## config.mk

```make
export PLATFORM = sky130hd
export DESIGN_NAME = one_wire_bram_arbiter
export DESIGN_NICKNAME = d
export VERILOG_FILES = /design/src/rtl/one_wire_pkg.sv /design/src/rtl/one_wire_bram_arbiter.sv
export SDC_FILE = /design/constraint.sdc
export NUM_CORES = 1
export LEC_CHECK = 0
export BUFFER_PORTS_ARGS = -buffer_cell sky130_fd_sc_hd__clkbuf_2
export CORE_UTILIZATION = 47
export DETAILED_ROUTE_END_ITERATION = 6
export GPL_ROUTABILITY_DRIVEN = 0
export PLACE_DENSITY = 0.8
export SYNTH_ARGS = -nofsm -noshare
export SYNTH_HDL_FRONTEND = slang
export SYNTH_SLANG_ARGS = --single-unit
```

## constraint.sdc

```tcl
create_clock -name clk -period 2.9 [get_ports clk]
set_input_delay 0.435 -clock clk [delete_from_list [all_inputs] [get_ports clk]]
set_output_delay 0.435 -clock clk [all_outputs]
set_load 0.05 [all_outputs]
```

## src/rtl/one_wire_pkg.sv

```systemverilog
// Shared definitions for the one-wire BRAM arbiter.
//   state_t / IDLE..RD_WAIT : arbiter FSM state encodings
//   gnt_t / GNT_WR, GNT_RD  : last-grant side encodings for round-robin
//   RD_LAT_MAX              : largest supported BRAM read latency
//   CNT_W                   : width of the read-latency countdown
package one_wire_pkg;

  typedef logic [1:0] state_t;

  localparam state_t IDLE     = 2'd0;
  localparam state_t WR_ISSUE = 2'd1;
  localparam state_t RD_ISSUE = 2'd2;
  localparam state_t RD_WAIT  = 2'd3;

  typedef logic gnt_t;

  localparam gnt_t GNT_WR = 1'b0;
  localparam gnt_t GNT_RD = 1'b1;

  localparam int unsigned RD_LAT_MAX = 3;
  localparam int unsigned CNT_W      = $clog2(RD_LAT_MAX + 1);

endpackage

```

## src/rtl/one_wire_bram_arbiter.sv

```systemverilog
// Shares the single-port one_wire_bram between the UART-side write requester
// and the 1-wire read requester. One-deep buffer per side, round-robin grant,
// and a write to the same address as a pending read is always issued first.
// Ports:
//   clk, reset                       clock, async active-low reset
//   wr_req/wr_addr/wr_data/wr_ready  write request side (accept on req&ready)
//   rd_req/rd_addr/rd_ready          read request side (accept on req&ready)
//   rd_data/rd_dv                    read result, rd_dv pulses one cycle
//   bram_we/bram_re/bram_addr/
//   bram_wdata/bram_rdata            BRAM control and data pins
// All outputs are registered. RD_LAT must lie in 1..RD_LAT_MAX.
module one_wire_bram_arbiter
  import one_wire_pkg::*;
#(
  parameter int unsigned ADDR_W = 7,
  parameter int unsigned DATA_W = 8,
  parameter int unsigned RD_LAT = 1
) (
  input  logic              clk,
  input  logic              reset,
  input  logic              wr_req,
  input  logic [ADDR_W-1:0] wr_addr,
  input  logic [DATA_W-1:0] wr_data,
  output logic              wr_ready,
  input  logic              rd_req,
  input  logic [ADDR_W-1:0] rd_addr,
  output logic              rd_ready,
  output logic [DATA_W-1:0] rd_data,
  output logic              rd_dv,
  output logic              bram_we,
  output logic              bram_re,
  output logic [ADDR_W-1:0] bram_addr,
  output logic [DATA_W-1:0] bram_wdata,
  input  logic [DATA_W-1:0] bram_rdata
);

  state_t             state_q, state_d;
  logic               wr_pend_q, wr_pend_d;
  logic [ADDR_W-1:0]  wr_addr_q, wr_addr_d;
  logic [DATA_W-1:0]  wr_data_q, wr_data_d;
  logic               rd_pend_q, rd_pend_d;
  logic [ADDR_W-1:0]  rd_addr_q, rd_addr_d;
  gnt_t               last_gnt_q, last_gnt_d;
  logic [CNT_W-1:0]   rd_wait_cnt_q, rd_wait_cnt_d;

  logic               wr_ready_d, rd_ready_d, rd_dv_d;
  logic               bram_we_d, bram_re_d;
  logic [DATA_W-1:0]  rd_data_d, bram_wdata_d;
  logic [ADDR_W-1:0]  bram_addr_d;

  logic               grant_wr, grant_rd;

  // State register
  always_ff @(posedge clk or negedge reset) begin
    if (!reset) begin
      state_q <= IDLE;
    end else begin
      state_q <= state_d;
    end
  end

  // Next state, including the grant decision taken in IDLE
  always_comb begin
    state_d = state_q;
    case (state_q)
      IDLE: begin
        if (wr_pend_q && rd_pend_q) begin
          // Same address: write goes first so the read sees the new data.
          if (rd_addr_q == wr_addr_q)     state_d = WR_ISSUE;
          else if (last_gnt_q == GNT_RD)  state_d = WR_ISSUE;
          else                            state_d = RD_ISSUE;
        end else if (wr_pend_q) begin
          state_d = WR_ISSUE;
        end else if (rd_pend_q) begin
          state_d = RD_ISSUE;
        end
      end
      WR_ISSUE: state_d = IDLE;
      RD_ISSUE: state_d = RD_WAIT;
      RD_WAIT:  if (rd_wait_cnt_q == '0) state_d = IDLE;
      default:  state_d = IDLE;
    endcase
  end

  assign grant_wr = (state_q == IDLE) && (state_d == WR_ISSUE);
  assign grant_rd = (state_q == IDLE) && (state_d == RD_ISSUE);

  // Next values of buffers, counter and registered outputs
  always_comb begin
    wr_pend_d     = wr_pend_q;
    wr_addr_d     = wr_addr_q;
    wr_data_d     = wr_data_q;
    rd_pend_d     = rd_pend_q;
    rd_addr_d     = rd_addr_q;
    last_gnt_d    = last_gnt_q;
    rd_wait_cnt_d = rd_wait_cnt_q;
    bram_we_d     = 1'b0;
    bram_re_d     = 1'b0;
    bram_addr_d   = bram_addr;
    bram_wdata_d  = bram_wdata;
    rd_dv_d       = 1'b0;
    rd_data_d     = rd_data;

    // Grants free the buffer on the same edge the strobe is registered.
    if (grant_wr) begin
      bram_we_d    = 1'b1;
      bram_addr_d  = wr_addr_q;
      bram_wdata_d = wr_data_q;
      wr_pend_d    = 1'b0;
      last_gnt_d   = GNT_WR;
    end
    if (grant_rd) begin
      bram_re_d     = 1'b1;
      bram_addr_d   = rd_addr_q;
      rd_pend_d     = 1'b0;
      last_gnt_d    = GNT_RD;
      rd_wait_cnt_d = CNT_W'(RD_LAT);
    end

    // Countdown spans RD_ISSUE and RD_WAIT so capture lands RD_LAT+1 after bram_re.
    if (state_q == RD_ISSUE) begin
      rd_wait_cnt_d = rd_wait_cnt_q - CNT_W'(1);
    end else if (state_q == RD_WAIT) begin
      if (rd_wait_cnt_q == '0) begin
        rd_dv_d   = 1'b1;
        rd_data_d = bram_rdata;
      end else begin
        rd_wait_cnt_d = rd_wait_cnt_q - CNT_W'(1);
      end
    end

    // A ready side is never pending, so accepts cannot collide with grants.
    if (wr_req && wr_ready) begin
      wr_pend_d = 1'b1;
      wr_addr_d = wr_addr;
      wr_data_d = wr_data;
    end
    if (rd_req && rd_ready) begin
      rd_pend_d = 1'b1;
      rd_addr_d = rd_addr;
    end

    wr_ready_d = ~wr_pend_d;
    rd_ready_d = ~rd_pend_d & (state_d != RD_WAIT);
  end

  // Buffers, counter and output registers
  always_ff @(posedge clk or negedge reset) begin
    if (!reset) begin
      wr_pend_q     <= 1'b0;
      wr_addr_q     <= '0;
      wr_data_q     <= '0;
      rd_pend_q     <= 1'b0;
      rd_addr_q     <= '0;
      last_gnt_q    <= GNT_RD;
      rd_wait_cnt_q <= '0;
      wr_ready      <= 1'b1;
      rd_ready      <= 1'b1;
      rd_dv         <= 1'b0;
      rd_data       <= '0;
      bram_we       <= 1'b0;
      bram_re       <= 1'b0;
      bram_addr     <= '0;
      bram_wdata    <= '0;
    end else begin
      wr_pend_q     <= wr_pend_d;
      wr_addr_q     <= wr_addr_d;
      wr_data_q     <= wr_data_d;
      rd_pend_q     <= rd_pend_d;
      rd_addr_q     <= rd_addr_d;
      last_gnt_q    <= last_gnt_d;
      rd_wait_cnt_q <= rd_wait_cnt_d;
      wr_ready      <= wr_ready_d;
      rd_ready      <= rd_ready_d;
      rd_dv         <= rd_dv_d;
      rd_data       <= rd_data_d;
      bram_we       <= bram_we_d;
      bram_re       <= bram_re_d;
      bram_addr     <= bram_addr_d;
      bram_wdata    <= bram_wdata_d;
    end
  end

endmodule

```

* Word level (Yosys, flattened, before mapping)
Cells that the tools add are included.
** Storage, ports and cells
- Flip-flop bits (word level) :: 57
- Output and inout bits :: 28
** Cells by class
- Add/sub/neg operators :: 1
- Equal/unequal tests :: 7
- Muxes and demuxes :: 24
- Bitwise operators :: 4
- Reductions and logical operators :: 9
** Operator list (count)
- 2-bit 2-to-1 mux :: 10
- 7-bit 2-to-1 mux :: 2
- 1-bit 2-to-1 mux :: 11
- 2-bit case mux with 4 select lines :: 1
- 7-bit == test :: 1
- 2-bit == test, second input constant :: 3
- 1-bit logical AND :: 5
- 2-bit by 1-bit == test with 1-bit output, second input constant :: 2
- 2-bit zero test :: 2
- 1-bit NOT :: 3
- 3-bit AND reduction :: 1
- 2-bit != test, second input constant :: 1
- 2-bit nonzero test :: 1
- 2-bit by 1-bit subtractor with 2-bit output, second input constant :: 1
- 1-bit AND :: 1

* Longest topological paths before layout
- Word-level depth :: 10
- Gate-level depth with buffers :: 6

* Worst setup path after synthesis
No wires, ideal clock.
- Kind :: reg-to-reg
- Start point :: register rd_addr_q[5]
- End point :: register bram_wdata[0]
- Setup time :: 125 ps
- Arrival time :: 1635 ps
- Setup slack :: 1140 ps
- Cell stages (with the launch flop) :: 6
- Period minus slack after synthesis :: 1760 ps
- Cell sequence :: dfrtp_1 xor2_1 nor4_2 a211oi_2 nor2_4 mux2_2
** Between the ends
- Word-level cells in the longest chain between the ends :: 6
** RTL lines
- start: declaration :: line one_wire_bram_arbiter.sv:42 : logic [ADDR_W-1:0] rd_addr_q, rd_addr_d;
- start signal: assignment :: line one_wire_bram_arbiter.sv:170 : rd_addr_q <= rd_addr_d;
- 7-bit == test :: line one_wire_bram_arbiter.sv:69 : if (rd_addr_q == wr_addr_q) state_d = WR_ISSUE;
- 2-bit 2-to-1 mux :: line one_wire_bram_arbiter.sv:69
- 2-bit 2-to-1 mux :: line one_wire_bram_arbiter.sv:67 : if (wr_pend_q && rd_pend_q) begin
- 2-bit case mux with 4 select lines :: line one_wire_bram_arbiter.sv:65 : case (state_q)
- 2-bit by 1-bit == test with 1-bit output :: line one_wire_bram_arbiter.sv:85 : assign grant_wr = (state_q == IDLE) && (state_d == WR_ISSUE);
- 1-bit logical AND :: line one_wire_bram_arbiter.sv:85
- end signal: assignment :: line one_wire_bram_arbiter.sv:180 : bram_wdata <= bram_wdata_d;
- end: declaration :: line one_wire_bram_arbiter.sv:33 : output logic [DATA_W-1:0] bram_wdata,
Every way passes these cells.
A chain may end at the register's enable or synchronous reset.

* Worst setup path after layout
- Start point :: register rd_addr_q[5]
- End point :: register bram_wdata[1]
Same word-level chain as after synthesis.

==> impl_metrics.csv <==
group,metric,value,unit
logic_synthesis,ys_ff_latch,57,
global_routing,antenna_found_initial,0,
flow_run,drv_cap,0,
final_layout,multi_input_area,809.5,um^2
clocking,post_cts_buffers,0,
die,fp-row-count,25,
die,die_w,71.80,um
critical_path,required,3110,ps
clocking,cts_tree,"built",
global_routing,grt_pass1_vias,1422,
timing,drv_slew,0,
timing,clock.fmax,469.9,MHz
timing,tns,0,ps
die,placeableCoreArea,4692,um^2
clocking,clockBufferDepth,2,
critical_path,rr_worst_depth,5,
global_routing,grt_max_degree,27,
critical_path,startpoint_type,"register",
logic_synthesis,synth_area_leader_cell,"dfrtp_1",
route,dr.first_iter.drc_count,79,
timing,finClkSkew,10.21,ps
critical_path,rrSetupSlack,770,ps
final_layout,final_common_cell,"clkbuf_2",
route,dr.pass1.iters,6,
place,portBuffers,61,
critical_path,r2r_start,"rd_addr_q[5]",
die,die_y,71.80,um
final_layout,final_core_util,59.95,%
logic_synthesis,yosysTopAreaCellShare,59.02,%
global_routing,grt_pass1_wl,6858,um
route,drc,0,
clocking,clk_latency,330,ps
critical_path,crit_arrival,2340,ps
clocking,numCtsBuffers,9,
logic_synthesis,yosysSeqAreaShare,62.46,%
logic_synthesis,syn_avg_cell_area,14.68,um^2
timing,min_period,2128,ps
final_layout,final_cell_mix,"clkbuf_2 (61), dfrtp_1 (54), mux2_2 (38)",
place,dpl.hpwl,2894,um
clocking,ctsHoldBuffers,0,
pwr,power_density,1372,nW/um^2
final_layout,nets,263,
clocking,cts_sinks,57,
timing,hold_violations,0,
route,vias,1478,
final_layout,area_delta_synth_final,22.84,%
critical_path,critPathCaptureType,"register",
route,final_antenna_net_count,0,
global_routing,overflow,0,
route,wl_per_cell,14.49,um
logic_synthesis,synth_nets,192,
logic_synthesis,ys_types,30,
route,finalWirelength,4143,um
final_layout,antenna_cells,0,
pwr,leakage,1.373,nW
final_layout,drive_above_1_share,51.29,%
clocking,cts-root-buf,"clkbuf_8",
run_status,outcome,"completed",
timing,worst_pin_slew,815.8,ps
final_layout,final.fill_count,375,
final_layout,fin_area,2813,um^2
logic_synthesis,yosys_warnings,0,
global_routing,track_usage,18.05,%
critical_path,reg2reg_to,"bram_wdata[1]",
final_layout,ff_latch_area,1430,um^2
clocking,path_clk_slew,60,ps
route,post_drt_via_cell_ratio,5.168,
timing,max_slew_margin,45.25,%
pwr,irDropWorstVdd,491.2,uV
die,io_pins,62,
worst_hold_path,min-delay-path-class,"primary input to asynchronous set/reset pin",
timing,setup_viol,0,
timing,rsz0062_at_grt,"no",
place,dp.cells,270,
critical_path,worstSetupPathType,"register to register",
logic_synthesis,netlist_instances,156,
die,fp.dieArea,5155,um^2
final_layout,instances_no_fill,286,
timing,post-route-period-util,73.38,%
pwr,p_total,3.860,mW
die,initial_utilization,48.80,%
place,placed_area,2661,um^2
logic_synthesis,synth_area_leaders,"dfrtp_1 (59%), mux2_2 (19%), dfstp_2 (3.4%)",
clocking,htreeDepth,3,
clocking,cts_resized,0,
critical_path,path_max_fanout,18,
logic_synthesis,netlist_area,2290,um^2
## cells in the mapped netlist (all sizes together)
library cell,count
o21ai,3
a21oi,1
mux2i,1
a211oi,1
a21boi,1
o21a,2
o31ai,2
ha,2
nand2,7
a311oi,1
nor4,1
inv,5
nor3,1
a21o,1
nor2b,5
buf,3
nand3,1
clkbuf,2
a31oi,1
xor2,7
and2b,2
mux2,38
a211o,1
dfstp,3
dfrtp,54
a221o,7
nor2,3
## layout make-up
| cell class | instances | share of cell area [%] |
|---|---|---|
| sequential | 57 | 50.85 |
| multi-input combinational | 89 | 28.78 |
| inverter | 5 | 0.6673 |
| clock inverter | 1 | 0.1779 |
| clock buffer | 15 | 5.205 |
| timing repair buffer | 65 | 11.92 |
| tap | 54 | 2.402 |
## critical path, cell delays in order, from the launching register on
cell and delay [ps]:
dfrtp_1 400, xor2_1 180, nor4_2 440, a211oi_2 170, nor2_4 430, mux2_2 390
## metrics by stage
stage / hold WS, ps / worst slack, ps
detailed placement: 476.4 / 779.3
finish: 112.5 / 772.1
global route: 176.4 / 658.9
global placement: 472.4 / 874.2
floorplan: 139.4 / 1140
CTS: 123.4 / 758.1
## where the power goes
group | leakage (nW) | internal (mW) | total [mW] | switching, mW
logic | 0.619 | 0.648 | 1.80 | 1.15
clock network | 0.0757 | 0.310 | 0.583 | 0.272
registers | 0.678 | 1.21 | 1.48 | 0.268
total | 1.37 | 2.17 | 3.86 | 1.69
## worst max-delay path by stage
| stage | startpoint | slack (ps) | end | depth (start not counted) |
|---|---|---|---|---|
| floorplan | rd_addr_q[5] | 1140 | bram_wdata[0] | 5 |
| global placement | rd_addr_q[5] | 870 | bram_wdata[4] | 5 |
| detailed placement | rd_addr_q[5] | 780 | bram_wdata[1] | 5 |
| CTS | rd_addr_q[5] | 760 | bram_wdata[1] | 5 |
| global route | rd_addr_q[5] | 660 | bram_wdata[1] | 5 |
| finish | rd_addr_q[5] | 770 | bram_wdata[1] | 5 |
## state kept, by name (all words and copies together) (netlist names), 2 cells and up
register	count
rd_wait_cnt_q	2
bram_wdata	8
state_q	2
rd_data	8
bram_addr	7
rd_addr_q	7
wr_addr_q	7
wr_data_q	8
## layer usage
layer | routed length [um] | GRT usage, % | vias to the layer above
met5 | 0 | 0 | -
met4 | 114 | 13.07 | 0
met3 | 112 | 2.672 | 9
met2 | 2075 | 26.31 | 33
met1 | 1840 | 24.76 | 739
li1 | - | - | 697
## cells by family after synthesis
family	count (synthesis)	share of synthesized area [%]
multiplexers	39	19.13
flip-flops	57	62.46
adder cells (fa/ha/maj)	2	1.093
AND/OR/NAND/NOR	20	4.972
XOR/XNOR	7	2.678
AO/OA/AOI/OAI	21	7.486
buffers and inverters	10	2.186
Power figures use the tool's default switching activity.
